===== config.mk =====
export PLATFORM = sky130hd
export DESIGN_NAME = mips_mem_arbiter
export DESIGN_NICKNAME = d
export VERILOG_FILES = /design/src/rtl/mips_mem_pkg.sv /design/src/rtl/mips_sat_counter.sv /design/src/rtl/mips_mem_arbiter.sv
export SDC_FILE = /design/constraint.sdc
export NUM_CORES = 1
export LEC_CHECK = 0
export BUFFER_PORTS_ARGS = -buffer_cell sky130_fd_sc_hd__buf_2
export CAP_MARGIN = 20
export CORE_MARGIN = 1.5
export CORE_UTILIZATION = 40
export DETAILED_ROUTE_END_ITERATION = 8
export HOLD_SLACK_MARGIN = 0.08
export PLACE_DENSITY = 0.75
export SETUP_SLACK_MARGIN = 0.1
export SYNTH_ARGS = -nofsm -noshare
export SYNTH_HDL_FRONTEND = slang
export SYNTH_SLANG_ARGS = --single-unit
export TNS_END_PERCENT = 1

===== constraint.sdc =====
create_clock -name CLK -period 4.25 [get_ports CLK]
set_input_delay 0.425 -clock CLK [delete_from_list [all_inputs] [get_ports CLK]]
set_output_delay 0.425 -clock CLK [all_outputs]
set_load 0.02 [all_outputs]

===== src/rtl/mips_mem_pkg.sv =====
// rtl/mips_mem_pkg.sv - shared types and constants for the unified-memory arbiter
//
// Purpose: arbiter state encoding, default bus widths, the all-ones read value
//          returned on an aborted access, and a counter-width helper.
// Ports:   none (package).

package mips_mem_pkg;

    localparam int ADDR_W_DEF = 16;
    localparam int DATA_W_DEF = 16;

    // Read data returned when an access is aborted by the bus-error timeout.
    localparam logic [DATA_W_DEF-1:0] ALL_ONES = '1;

    typedef enum logic [1:0] {
        IDLE     = 2'd0,
        CPU_BUSY = 2'd1,
        DMA_BUSY = 2'd2
    } arbState_t;

    // Bits needed to hold the values 0..maxVal inclusive.
    function automatic int counterWidth(input int maxVal);
        return (maxVal < 1) ? 1 : $clog2(maxVal + 1);
    endfunction

endpackage


===== src/rtl/mips_sat_counter.sv =====
// rtl/mips_sat_counter.sv - saturating up-counter with clear and at-max flag
//
// Purpose: counts up on inc, stops at MAX, returns to zero on clr or Reset.
//          Used for both the DMA starvation age and the access timeout.
// Ports:
//   CLK     in   clock
//   Reset   in   synchronous, active-high
//   inc     in   count up by one (ignored once at MAX)
//   clr     in   return to zero; wins over inc
//   at_max  out  count equals MAX

module mips_sat_counter #(
    parameter int WIDTH = 4,
    parameter int MAX   = 8
) (
    input  logic CLK,
    input  logic Reset,
    input  logic inc,
    input  logic clr,
    output logic at_max
);

    localparam logic [WIDTH-1:0] MAX_V = WIDTH'(MAX);

    logic [WIDTH-1:0] count;

    always_ff @(posedge CLK) begin
        if (Reset || clr) begin
            count <= '0;
        end else if (inc && !at_max) begin
            count <= count + 1'b1;
        end
    end

    assign at_max = (count == MAX_V);

endmodule


===== src/rtl/mips_mem_arbiter.sv =====
// rtl/mips_mem_arbiter.sv - CPU/DMA arbiter for the shared memory of the 16-bit multicycle MIPS
//
// Purpose: grants the single memory port to the CPU control path or a DMA
//          requester, holds the access until mem_ready, stalls the CPU while
//          its access is outstanding, ages a waiting DMA so it eventually beats
//          the CPU, and aborts accesses that never complete.
// Ports:
//   CLK, Reset                        clock, synchronous active-high reset
//   cpu_rd/cpu_wr/cpu_addr/cpu_wdata  CPU request (held while cpu_stall)
//   cpu_rdata, cpu_stall              CPU read data register, control-FSM stall
//   dma_req/dma_we/dma_addr/dma_wdata DMA request (held until dma_done)
//   dma_rdata, dma_done               DMA read data register, completion pulse
//   mem_en/mem_we/mem_addr/mem_wdata  memory command, constant during an access
//   mem_rdata, mem_ready              memory read data and completion
//   bus_err                           pulse on timeout abort or cpu_rd&cpu_wr grant

module mips_mem_arbiter
    import mips_mem_pkg::*;
#(
    parameter int ADDR_W   = ADDR_W_DEF,
    parameter int DATA_W   = DATA_W_DEF,
    parameter int MAX_WAIT = 8,
    parameter int TIMEOUT  = 15
) (
    input  logic              CLK,
    input  logic              Reset,
    input  logic              cpu_rd,
    input  logic              cpu_wr,
    input  logic [ADDR_W-1:0] cpu_addr,
    input  logic [DATA_W-1:0] cpu_wdata,
    output logic [DATA_W-1:0] cpu_rdata,
    output logic              cpu_stall,
    input  logic              dma_req,
    input  logic              dma_we,
    input  logic [ADDR_W-1:0] dma_addr,
    input  logic [DATA_W-1:0] dma_wdata,
    output logic [DATA_W-1:0] dma_rdata,
    output logic              dma_done,
    output logic              mem_en,
    output logic              mem_we,
    output logic [ADDR_W-1:0] mem_addr,
    output logic [DATA_W-1:0] mem_wdata,
    input  logic [DATA_W-1:0] mem_rdata,
    input  logic              mem_ready,
    output logic              bus_err
);

    localparam int STARVE_W = counterWidth(MAX_WAIT);
    localparam int WAIT_W   = counterWidth(TIMEOUT);
    localparam logic [DATA_W-1:0] RDATA_ERR = '1;

    arbState_t state, nextState;

    logic cpuReq;
    logic grantCpu, grantDma;
    logic busy, finish, timeoutHit;
    logic starveAtMax, waitAtMax;
    logic [DATA_W-1:0] finishData;

    assign cpuReq = cpu_rd | cpu_wr;
    assign busy   = (state != IDLE);

    // Timeout only counts while an access is outstanding; mem_ready in the
    // same cycle still completes normally.
    assign timeoutHit = busy && waitAtMax;
    assign finish     = busy && (mem_ready || timeoutHit);
    assign finishData = mem_ready ? mem_rdata : RDATA_ERR;

    // Starvation age: a waiting DMA gains a cycle whenever it is not the owner
    // and not being granted; it restarts from zero on grant or when it drops.
    mips_sat_counter #(
        .WIDTH (STARVE_W),
        .MAX   (MAX_WAIT)
    ) u_starve (
        .CLK    (CLK),
        .Reset  (Reset),
        .inc    (dma_req && !grantDma && (state != DMA_BUSY)),
        .clr    (!dma_req || grantDma),
        .at_max (starveAtMax)
    );

    // Held at zero while idle so every access starts with a fresh budget.
    mips_sat_counter #(
        .WIDTH (WAIT_W),
        .MAX   (TIMEOUT)
    ) u_timeout (
        .CLK    (CLK),
        .Reset  (Reset),
        .inc    (busy && !mem_ready),
        .clr    (!busy),
        .at_max (waitAtMax)
    );

    always_ff @(posedge CLK) begin
        if (Reset) begin
            state <= IDLE;
        end else begin
            state <= nextState;
        end
    end

    always_comb begin
        nextState = state;
        grantCpu  = 1'b0;
        grantDma  = 1'b0;
        case (state)
            IDLE: begin
                if (dma_req && starveAtMax) begin
                    grantDma  = 1'b1;
                    nextState = DMA_BUSY;
                end else if (cpuReq) begin
                    grantCpu  = 1'b1;
                    nextState = CPU_BUSY;
                end else if (dma_req) begin
                    grantDma  = 1'b1;
                    nextState = DMA_BUSY;
                end
            end
            CPU_BUSY, DMA_BUSY: begin
                if (finish) begin
                    nextState = IDLE;
                end
            end
            default: nextState = IDLE;
        endcase
    end

    // The control FSM advances on the edge that completes its own access.
    assign cpu_stall = cpuReq && !((state == CPU_BUSY) && finish);

    // Gated by Reset so an access abandoned by reset never reports completion.
    assign dma_done = !Reset && (state == DMA_BUSY) && finish;
    assign bus_err  = !Reset && ((grantCpu && cpu_rd && cpu_wr) ||
                                 (finish && !mem_ready));

    always_ff @(posedge CLK) begin
        if (Reset) begin
            mem_en    <= 1'b0;
            mem_we    <= 1'b0;
            mem_addr  <= '0;
            mem_wdata <= '0;
            cpu_rdata <= '0;
            dma_rdata <= '0;
        end else begin
            if (grantCpu) begin
                mem_en    <= 1'b1;
                mem_we    <= cpu_wr;
                mem_addr  <= cpu_addr;
                mem_wdata <= cpu_wdata;
            end else if (grantDma) begin
                mem_en    <= 1'b1;
                mem_we    <= dma_we;
                mem_addr  <= dma_addr;
                mem_wdata <= dma_wdata;
            end else if (finish) begin
                mem_en <= 1'b0;
                mem_we <= 1'b0;
            end

            if (finish && !mem_we) begin
                if (state == CPU_BUSY) begin
                    cpu_rdata <= finishData;
                end else begin
                    dma_rdata <= finishData;
                end
            end
        end
    end

endmodule

======== After elaboration in Yosys (flattened, before gate mapping) ========
Cells that the tools add are included.
word-level totals
  input bits .............................. 87
  output and inout port bits .............. 69
  bits in registers ....................... 76
operators by class
  bitwise gates (word level) .............. 2
  add/subtract/negate cells ............... 2
  reduce and logical (&&, ||, !) cells .... 39
  mux-type cells .......................... 22
  equal/unequal tests ..................... 7
operators with widths
  operator                                                                number
  16-bit 2-to-1 mux                                                       5
  1-bit logical AND                                                       17
  1-bit 2-to-1 mux                                                        12
  1-bit logical NOT                                                       9
  4-bit by 1-bit adder with 4-bit output (second input constant)          2
  4-bit equality test (second input constant)                             2
  2-bit 2-to-1 mux                                                        4
  2-bit AND reduction                                                     3
  1-bit logical OR                                                        5
  2-bit != test (second input constant)                                   2
  4-bit != test (second input constant)                                   1
  2-bit case mux with 2 select lines                                      1
  2-bit nonzero test                                                      2
  3-bit nonzero test                                                      1
  2-bit by 1-bit equality test with 1-bit output (second input constant)  1
  2-bit equality test (second input constant)                             1
  2-bit logical NOT                                                       1
  2-bit OR reduction                                                      1
  1-bit inverter                                                          1
  1-bit OR                                                                1

======== Depth between registers and ports, before layout ========
Gate-level depths: netlist of the first run.
  word-level depth ........................ 8
  gate-level depth with buffers ........... 8

======== By module ========
A second synthesis of the first run with hierarchy kept.
unflattened totals
  cells, all modules ...................... 389
  area total of the unflattened synthesis .. 3403.3 µm²
modules (own cells, without submodules)
  module                        area an instance (µm²)  times used  cells each
  mips_mem_arbiter              2967.8                  1           342
  mips_sat_counter (u_starve)   224.0                   1           25
  mips_sat_counter (u_timeout)  211.5                   1           22

======== Worst setup path after synthesis of the first run ========
OpenSTA, ideal clock, no wires.
  kind .................................... flip-flop to output port
  start ................................... reg state[0]
  end ..................................... out dma_done
  path slack .............................. 2.026 ns
  stages on the path, launching flop included .. 6
  data required time ...................... 3.825 ns
  arrival time ............................ 1.799 ns
  cell sequence ........................... dfxtp_1 -> inv_1 -> ha_1 -> buf_6 -> clkbuf_1 -> nor4b_1
on the way
  longest elaborated chain between the ends .. 5
  elaborated cells between the ends (all ways) .. 7
RTL lines
  what                    RTL line                 source
  from (decl)             mips_mem_arbiter.sv:52   arbState_t state, nextState;
  from (signal assigned)  mips_mem_arbiter.sv:98   state <= nextState;
  2-bit nonzero test      mips_mem_arbiter.sv:61   assign busy = (state != IDLE);
  1-bit logical AND       mips_mem_arbiter.sv:65   assign timeoutHit = busy && waitAtMax;
  1-bit logical OR        mips_mem_arbiter.sv:66   assign finish = busy && (mem_ready || timeoutHit);
  1-bit logical AND       mips_mem_arbiter.sv:66
  1-bit logical AND (*)   mips_mem_arbiter.sv:132  assign dma_done = !Reset && (state == DMA_BUSY) && finish;
  to (decl)               mips_mem_arbiter.sv:38   output logic dma_done,
Every way passes the cells marked *; elsewhere a longest branch is shown, timed or not.

======== Worst setup path after layout of the first run ========
  start ................................... reg state[0]
  end ..................................... reg mem_addr[10]
on the way
  longest elaborated chain between the ends .. 3
  elaborated cells between the ends (all ways) .. 5
RTL lines
  what                                                     RTL line                 source
  2-bit logical NOT (*)                                    mips_mem_arbiter.sv:106  case (state)
  1-bit 2-to-1 mux                                         mips_mem_arbiter.sv:106
  16-bit 2-to-1 mux or 2-bit nonzero test (tied branches)  --
  to (signal assigned)                                     mips_mem_arbiter.sv:148  mem_addr <= cpu_addr;
  to (signal assigned)                                     mips_mem_arbiter.sv:153  mem_addr <= dma_addr;
  to (decl)                                                mips_mem_arbiter.sv:41   output logic [ADDR_W-1:0] mem_addr,
Marks and branches as above.
A chain may end at the register's enable or synchronous reset.

==> impl_metrics.csv, run 1 <==
group,metric,value,unit
power,switching_power,0.8989,mW
setup_path,critPathBufInv,2,
setup_path,end_kind,"flip-flop",
global_routing,grt_use_total,19.19,%
floorplan,die_y,94.37,um
cells_and_area,insertedDiodeCount,0,
setup_path,cp_top_family,"simple AND/OR/NAND/NOR gates",
setup_path,path_cells,"inv_1, ha_1, nor2b_4, buf_4, nor2_1, a311oi_1",
detailed_routing,drc,0,
floorplan,fp.dieArea,8906,um2
yosys,synth-seq-area-share,45.56,%
floorplan,row_count,33,
power,seqPwrFrac,38.4,%
yosys,synth_area,3339,um2
sta,setup_slack,1.425,ns
sta,finClkSkew,0.008255,ns
setup_path,path_class,"flip-flop to flip-flop",
power,power.switching_fraction,37.95,%
sta,fmax,353.9,MHz
yosys,synth_cells,399,
clock_tree,cts.sinks,76,
clock_tree,tritoncts,"done",
cells_and_area,final_area,4362,um2
placed_design,gp_congestion,0.7573,
clock_tree,post_cts_resized,0,
placed_design,numPortBuffers,155,
yosys,synth_flop_cell,"dfxtp_1",
detailed_routing,vias,3336,
floorplan,core_area,8134,um2
yosys,synth.largest_area_cell,"dfxtp_1",
sta,slew_headroom,37.92,%
clock_tree,ctsLongestPathBuffers,2,
global_routing,overflow,0,
clock_tree,root_buffer,"clkbuf_8",
power,powerDensity,543.2,nW/um2
detailed_routing,postRouteAntennaNets,0,
job,max-cap-violations,0,
sta,rsz0062_at_grt,"no",
detailed_routing,wire_per_inst,13.95,um
power,p_int,1.470,mW
floorplan,die_w,94.37,um
sta,setup_viol,0,
power,peakVddDrop,0.0003132,V
power,pwr-share-clk,26.1,%
power,leakagePower,2.016,nW
power,share_comb_of_total_power,35.5,%
sta,tightestPinTransition,0.9293,ns
placed_design,dp_slack,1.453,ns
yosys,ys_async_sr_fraction,0,%
detailed_routing,dr.first_iter.drc_count,104,
cells_and_area,fill_cells,783,
placed_design,dpl.hpwl,6397,um
yosys,synth-seq-cells,76,
setup_path,crit_required,4.51,ns
sta,timing.final.crit_share,66.48,%
clock_tree,post-cts-setup-buffers,0,
setup_path,worst_setup_path_start_kind,"flip-flop",
setup_path,critPathMaxFanout,43,
setup_path,critPathArrivalTime,3.08,ns
yosys,synthesis.nets,492,
clock_tree,clock_latency,0.35,ns
detailed_routing,vias_per_cell,5.117,
yosys,synth_common_cells,"nor2_1, dfxtp_1, nand2_1, a311oi_1, nor3_1",
clock_tree,cts-hold-fix-buffers,0,
setup_path,crit_slowest_cell,"nor2b_4",
outcome,outcome,"completed",
clock_tree,htreeDepth,3,
yosys,synthDistinctLibCells,37,
yosys,synth.area.top_cells,"dfxtp_1, nor2_1, a311oi_1, nand2_1, nor3_2",
worst_hold_path,hp-class,"input pin to flip-flop",
clock_tree,clkTransAtPathRegs,0.08,ns
cells_and_area,fin_nets,635,
setup_path,critPathMaxStageDelay,0.90,ns
yosys,yosys_warnings,0,
detailed_routing,first_pass_iters,5,
global_routing,grt_start_max_net_pins,45,
placed_design,dpl-instance-area,4121,um2
global_routing,grt_pass1_vias,2915,
cells_and_area,syn_to_final_growth,30.61,%
yosys,post_synth.cell_area_avg,8.370,um2
yosys,synth.most_common_cell,"nor2_1",
global_routing,grt_pass1_wl,13390,um
clock_tree,numCtsBuffers,9,
cells_and_area,drive_gt1_share,35.28,%
floorplan,initial_core_util,41.06,%
cells_and_area,post-route-util,53.62,%
sta,hold_violations,0,
yosys,synth_edf_count,0,
sta,fin_crit,2.825,ns
sta,timing.setup.tns,0,ns
floorplan,io-pin-count,156,
sta,drv_slew,0,
detailed_routing,drt_wl_total,9093,um
global_routing,antenna_found_initial,0,
yosys,synth.top_cell.area_share,45.56,%
==> power by group through the flow <==
stage	clock, mW	combinational, mW	sequential [mW]
floorplan	0	0.453	1.08
global placement	0	0.805	0.922
detailed placement	0	0.840	0.926
CTS	0.633	0.843	0.911
global route	0.666	0.924	0.928
finish	0.619	0.841	0.910
==> kinds of logic (layout without fill, tap and decap cells) <==
kind of cell,after synthesis,count (layout),share of synthesized area [%]
multiplexers,2,2,0.5995
buffers and inverters,36,184,6.032
AND/OR/NAND/NOR,212,212,29.22
flip-flops,76,76,45.56
AO/OA/AOI/OAI,62,62,15.02
adder cells (fa/ha/maj),6,6,2.248
XOR/XNOR,5,5,1.312
==> metrics by stage <==
step | std cells | hold WS, ns | power (mW)
after floorplan | 399 | 0.4655 | 1.530
after global routing | 652 | 0.3248 | 2.517
after CTS | 650 | 0.3158 | 2.387
after detailed placement | 634 | 0.4880 | 1.766
final | 652 | 0.3296 | 2.369
after global placement | 632 | 0.4821 | 1.727
==> layout by cell type (no fill, tap or decap), types with 3 or more instances in the layout <==
cell	Yosys	layout
a211oi_1	12	12
a21oi_1	7	7
a311oi_1	33	33
buf_2	14	155
buf_4	1	5
clkbuf_8	0	9
clkinv_4	0	3
dfxtp_1	76	76
ha_1	6	6
inv_1	6	6
nand2_1	70	70
nor2_1	91	91
nor2b_1	9	9
nor3_1	16	16
nor3_2	10	10
o21ai_0	4	4
xor2_1	3	3
==> tightest hold or removal path: cells and delay by family <==
kind / cells / cell delay [ns]
simple gates: 2 / 0.12
buf+inv: 1 / 0.09
==> final timing paths <==
check / to / cells after the start / start / slack [ns]
setup / recovery: mem_addr[10]$_SDFFE_PP0P_ / 6 / state[0]$_SDFFE_PP0P_ / 1.42
hold / removal: cpu_rdata[2]$_SDFFE_PP0P_ / 3 / mem_rdata[2] / 0.33
setup reg to reg: mem_addr[10]$_SDFFE_PP0P_ / 6 / state[0]$_SDFFE_PP0P_ / 1.42
hold reg to reg: dma_rdata[2]$_SDFFE_PP0P_ / 2 / dma_rdata[2]$_SDFFE_PP0P_ / 0.50
==> flip-flops by register name, summed over array words and instances, names as in the netlist <==
register,flops
cpu_rdata,16
mem_addr,16
mem_we,1
u_starve.count,4
u_timeout.count,4
mem_wdata,16
mem_en,1
state,2
dma_rdata,16
==> routing by layer <==
layer / part of all wire, % / global-route usage (%) / vias up
li1: - / - / 1659
met1: 42 / 23.01 / 1568
met2: 50 / 33.45 / 99
met3: 5.8 / 3.784 / 10
met4: 1.4 / 7.836 / 0
met5: 0 / 0 / -
==> layout make-up <==
type | instances | area (um2) | share of cell area (%)
clock buffers | 9 | 123.9 | 2.840
clock inverters | 7 | 101.3 | 2.324
inverters | 6 | 22.52 | 0.5164
multi-input cells | 287 | 1622 | 37.18
flip-flops and latches | 76 | 1521 | 34.88
well taps | 105 | 131.4 | 3.012
repair buffers | 162 | 839.6 | 19.25
Note: power is estimated with default switching activity, not from simulation.
==> inputs of run 2 (changes only) <==
- ABC_AREA: unset -> 1
- clock period: 4.25 -> 2.84 ns (I/O delays scaled with it)
==> impl_metrics.csv, run 2 <==
group,metric,value,unit
placed_design,gp_congestion,0.8178,
sta,hold_ws,0.1797,ns
yosys,synth-seq-area-share,43.51,%
clock_tree,clkTransAtPathRegs,0.09,ns
setup_path,critPathMaxFanout,10,
detailed_routing,wire_per_inst,11.92,um
detailed_routing,first_pass_iters,4,
setup_path,critPathArrivalTime,1.86,ns
setup_path,critPathMaxStageDelay,0.34,ns
yosys,synth.most_common_cell,"nand2_1",
detailed_routing,vias_per_cell,4.810,
job,max-cap-violations,0,
floorplan,initial_core_util,41.93,%
sta,finClkSkew,0.01350,ns
yosys,yosys_warnings,0,
power,leakagePower,2.424,nW
placed_design,dpl-instance-area,4320,um2
cells_and_area,fin_nets,714,
detailed_routing,vias,3516,
setup_path,worst_setup_path_start_kind,"flip-flop",
yosys,synth_cells,475,
clock_tree,ctsLongestPathBuffers,2,
sta,drv_slew,0,
clock_tree,tritoncts,"done",
yosys,ys_async_sr_fraction,0,%
floorplan,core_area,8341,um2
setup_path,end_kind,"output port",
cells_and_area,fill_cells,818,
sta,rsz0062_at_grt,"no",
global_routing,grt_pass1_vias,3334,
global_routing,antenna_found_initial,0,
yosys,synthesis.nets,568,
power,peakVddDrop,0.0003013,V
yosys,synth_flop_cell,"dfxtp_1",
clock_tree,post_cts_resized,0,
sta,timing.setup.tns,0,ns
placed_design,dpl.hpwl,6246,um
yosys,synth.top_cell.area_share,43.51,%
setup_path,crit_required,2.56,ns
global_routing,grt_use_total,19.42,%
sta,hold_violations,0,
yosys,post_synth.cell_area_avg,7.362,um2
detailed_routing,drc,0,
floorplan,die_w,96.50,um
clock_tree,root_buffer,"clkbuf_8",
cells_and_area,final_cell_mix,"buf_2, nand2_1, dfxtp_1",
yosys,synth-seq-cells,76,
cells_and_area,final_common_cell,"buf_2",
clock_tree,post-cts-setup-buffers,0,
detailed_routing,dr.first_iter.drc_count,90,
yosys,synth_area,3497,um2
setup_path,path_cells,"inv_1, ha_1, inv_2, nor2_1, nand2_1, inv_2, nand3_1, a21oi_1, buf_2",
cells_and_area,syn_to_final_growth,30.13,%
floorplan,fp.dieArea,9312,um2
power,powerDensity,737.5,nW/um2
detailed_routing,postRouteAntennaNets,0,
setup_path,path_class,"flip-flop to output port",
cells_and_area,insertedDiodeCount,0,
sta,timing.final.crit_share,75.49,%
global_routing,grt_start_max_net_pins,67,
yosys,synth.area.top_cells,"dfxtp_1, nand2_1, inv_1, o211ai_1, nand3_1",
yosys,synth.largest_area_cell,"dfxtp_1",
yosys,synthDistinctLibCells,25,
clock_tree,clock_latency,0.34,ns
worst_hold_path,hp-class,"input pin to flip-flop",
clock_tree,cts.sinks,76,
floorplan,die_y,96.50,um
yosys,synth_edf_count,0,
setup_path,crit_slowest_cell,"dfxtp_1",
sta,tightestPinTransition,0.6236,ns
sta,fin_crit,2.144,ns
floorplan,io-pin-count,156,
floorplan,row_count,33,
sta,slew_headroom,58.43,%
cells_and_area,final_area,4551,um2
outcome,outcome,"completed",
detailed_routing,drt_wl_total,8715,um
clock_tree,htreeDepth,3,
clock_tree,numCtsBuffers,9,
yosys,synth_common_cells,"nand2_1, dfxtp_1, inv_1, nand3_1",
sta,setup_viol,0,
sta,fmax,466.4,MHz
setup_path,cpMostUsedCell,"inv_2",
placed_design,numPortBuffers,155,
global_routing,overflow,0,
clock_tree,cts-hold-fix-buffers,0,
cells_and_area,drive_gt1_share,34.03,%
global_routing,grt_pass1_wl,14350,um
==> run 2: cell types whose count changed in the layout (fill, tap and decap cells not counted), sizes merged, moves of 5 or more <==
cell,before,now
o211ai,0,32
a211oi,12,0
nor3,27,4
nand2,70,87
inv,6,78
a21oi,7,26
a311oi,33,0
or2,1,16
nand4,2,7
nand3,1,37
o21ai,4,39
nor2,91,42
nor2b,10,0
==> run 2: worst max-delay path, delay by kind of cell (launching register included) <==
family,cells,cell delay (ns)
adders and majority gates,1,0.23
AOI/OAI and AO/OA,1,0.12
and+or+nand+nor,3,0.30
DFF,1,0.34
buffers and inverters,4,0.52
==> run 2: metal layers <==
metal / vias to the layer above / global-route usage [%] / wire length, um
met5: - / 0 / 0
met4: 0 / 7.367 / 110
met3: 11 / 4.460 / 587
met2: 114 / 33.62 / 4126
met1: 1568 / 23.25 / 3891
li1: 1823 / - / -
==> run 2: cells by family (layout without fill, tap and decap cells) <==
kind of cell               Yosys count  count (layout)  synth area share [%]
AOI/OAI and AO/OA                   98              98                 16.39
xor gates and xnor gates             1               1                0.2505
adders and majority gates            6               6                 2.147
buffers and inverters              101             252                 12.13
DFF                                 76              76                 43.51
and+or+nand+nor                    193             193                 25.58
==> run 2: path summary, 6_finish.rpt <==
kind,start,endpoint,slack (ns),cells after the start
worst max-delay path,state[1]$_SDFFE_PP0P_,bus_err,0.70,9
worst min-delay path,Reset,state[1]$_SDFFE_PP0P_,0.18,2
worst max register to register,state[1]$_SDFFE_PP0P_,mem_wdata[9]$_SDFFE_PP0P_,0.95,8
worst min register to register,dma_rdata[7]$_SDFFE_PP0P_,dma_rdata[7]$_SDFFE_PP0P_,0.45,2
==> run 2: per-stage QoR <==
stage / utilization, % / setup slack [ns] / power, mW / instances
2_1_floorplan: - / 0.9868 / 2.097 / 475
3_3_place_gp: 51.80 / 1.050 / 2.402 / 715
3_5_place_dp: 51.80 / 0.9728 / 2.426 / 715
4_1_cts: 54.56 / 0.6754 / 3.390 / 731
5_1_grt: 54.56 / 0.4611 / 3.579 / 731
6_report: 54.56 / 0.6961 / 3.356 / 731
==> run 2: power breakdown <==
part	leakage, nW	internal [mW]	switching [mW]
Combinational	1.69	0.366	0.708
Sequential	0.624	1.24	0.0891
Clock	0.110	0.510	0.445
Total	2.42	2.11	1.24
==> run 2: final cells by class <==
| type | instances | area, um2 | area share (%) |
|---|---|---|---|
| well taps | 105 | 131.4 | 2.887 |
| inverters | 75 | 284.0 | 6.241 |
| multi-input cells | 298 | 1563 | 34.34 |
| repair buffers | 161 | 820.8 | 18.04 |
| flip-flops and latches | 76 | 1521 | 33.43 |
| clock inverters | 7 | 106.4 | 2.337 |
| clock buffers | 9 | 123.9 | 2.722 |
==> inputs of run 3 (changes only) <==
- clock period: 2.84 -> 2.1 ns (I/O delays scaled with it)
==> impl_metrics.csv, run 3 (synthesis results as in run 2) <==
group,metric,value,unit
placed_design,placedCellCount,716,
setup_path,path_class,"flip-flop to output port",
setup_path,cpMostUsedCell,"inv_4",
worst_hold_path,worstHoldPathCells,2,
sta,tightestPinTransition,0.5106,ns
clock_tree,ctsLongestPathBuffers,2,
setup_path,path_cells,"inv_1, ha_4, inv_4, nor2_1, nand2_1, inv_4, nand3_1, a21oi_2, buf_4",
sta,setup_viol,0,
detailed_routing,wl_met2,4162,um
clock_tree,root_buffer,"clkbuf_8",
floorplan,die_y,96.50,um
sta,drv_slew,0,
clock_tree,tritoncts,"done",
global_routing,overflow,0,
detailed_routing,top_layer_used,"met4",
detailed_routing,drt_wl_total,8565,um
detailed_routing,first_pass_iters,4,
detailed_routing,wl_met3,564,um
power,switching_power,1.690,mW
detailed_routing,postRouteAntennaNets,0,
setup_path,crit_slowest_cell,"dfxtp_1",
floorplan,core_area,8341,um2
setup_path,reg2reg_depth,12,
sta,timing.setup.tns,0,ns
clock_tree,cts.sinks,76,
global_routing,grt_pass1_wl,13720,um
setup_path,cp_top_family,"buffers and inverters",
floorplan,fp.dieArea,9312,um2
global_routing,grt_use_total,18.94,%
detailed_routing,dr.first_iter.drc_count,146,
floorplan,io-pin-count,156,
power,power.switching_fraction,38.72,%
global_routing,antenna_found_initial,0,
sta,rsz0062_at_grt,"no",
placed_design,dpl.hpwl,6280,um
clock_tree,numCtsBuffers,9,
sta,finClkSkew,0.01146,ns
floorplan,die_w,96.50,um
power,powerDensity,951.5,nW/um2
detailed_routing,vias,3501,
power,p_int,2.675,mW
floorplan,row_count,33,
clock_tree,clock_latency,0.35,ns
global_routing,grt_pass1_vias,3153,
setup_path,critPathMaxFanout,6,
sta,hold_violations,0,
setup_path,worst_setup_path_start_kind,"flip-flop",
cells_and_area,final_cell_count_no_fill,733,
sta,fin_crit,1.927,ns
clock_tree,clkTransAtPathRegs,0.09,ns
global_routing,grt_start_max_net_pins,67,
sta,slew_headroom,65.91,%
setup_path,crit_required,1.89,ns
cells_and_area,final_common_cell,"buf_2",
detailed_routing,vias_per_cell,4.776,
floorplan,initial_core_util,41.93,%
setup_path,critPathBufInv,4,
placed_design,numPortBuffers,155,
outcome,outcome,"completed",
setup_path,path_depth,9,
setup_path,critPathMaxStageDelay,0.35,ns
clock_tree,htreeDepth,3,
power,peakVddDrop,0.0005028,V
sta,fmax,519.0,MHz
cells_and_area,fin_nets,716,
placed_design,gp_congestion,0.8047,
setup_path,end_kind,"output port",
detailed_routing,drc,0,
cells_and_area,insertedDiodeCount,0,
power,seqPwrFrac,41.2,%
power,leakagePower,2.430,nW
setup_path,critPathArrivalTime,1.72,ns
sta,timing.final.crit_share,91.74,%
job,max-cap-violations,0,
cells_and_area,final_cell_mix,"buf_2, nand2_1, dfxtp_1",
cells_and_area,drive_gt1_share,35.19,%
power,share_comb_of_total_power,34.6,%
detailed_routing,drt-met1-wl,3724,um
placed_design,dpl-instance-area,4365,um2
detailed_routing,wire_per_inst,11.68,um
cells_and_area,syn_to_final_growth,31.20,%
power,pwr-share-clk,24.2,%
cells_and_area,final_area,4588,um2
worst_hold_path,hp-class,"input pin to flip-flop",
==> run 3: routing by layer <==
layer  track usage [%]  vias up
met3             4.147       11
li1                  -     1826
met2             34.38      132
met1             21.41     1532
met4             7.367        0
met5                 0        -
==> run 3: per-stage QoR <==
| stage | util [%] | total power, mW | setup WS, ns | hold slack [ns] |
|---|---|---|---|---|
| after floorplan | - | 2.836 | 0.3208 | 0.2791 |
| after global placement | 52.34 | 3.291 | 0.3889 | 0.4307 |
| after detailed placement | 52.34 | 3.321 | 0.3482 | 0.4337 |
| after CTS | 54.76 | 4.410 | 0.1233 | 0.1087 |
| after global routing | 55.01 | 4.673 | 0.08505 | 0.1148 |
| final | 55.01 | 4.365 | 0.1734 | 0.1295 |
==> run 3: power groups by stage <==
stage / combinational [mW] / sequential (mW) / clock, mW
floorplan: 0.749 / 2.09 / 0
global placement: 1.47 / 1.82 / 0
detailed placement: 1.50 / 1.82 / 0
CTS: 1.51 / 1.80 / 1.10
global route: 1.69 / 1.83 / 1.15
finish: 1.51 / 1.80 / 1.05
==> run 3: final cells by class <==
class                           count  area, um2
Clock buffer                        9      123.9
Timing Repair Buffer              163      875.8
Inverter                           75      289.0
Sequential cell                    76       1524
Multi-Input combinational cell    298       1582
Tap cell                          105      131.4
Clock inverter                      7      62.56
Fill cell                         807       3752
==> run 3: worst register-to-register path, delay by kind of cell, from the launching register on <==
family          cells  cell delay [ns]
buf+inv             6             0.63
flops               1             0.40
simple gates        4             0.36
fa+ha+maj           1             0.19
compound gates      1             0.09
==> run 3: path summary, 6_finish.rpt <==
kind                          endpoint  slack [ns]                 startpoint
max                            bus_err        0.17      state[1]$_SDFFE_PP0P_
min                mem_en$_SDFFE_PP0P_        0.13                      Reset
max reg2reg   mem_addr[0]$_SDFFE_PP0P_        0.32      state[1]$_SDFFE_PP0P_
min reg2reg  dma_rdata[4]$_SDFFE_PP0P_        0.45  dma_rdata[4]$_SDFFE_PP0P_
==> run 3: what timing repair did <==
item,CTS,global route
setup endpoints to repair,1,2
gates resized for setup,3,7
setup buffers,1,0
hold buffers,0,0
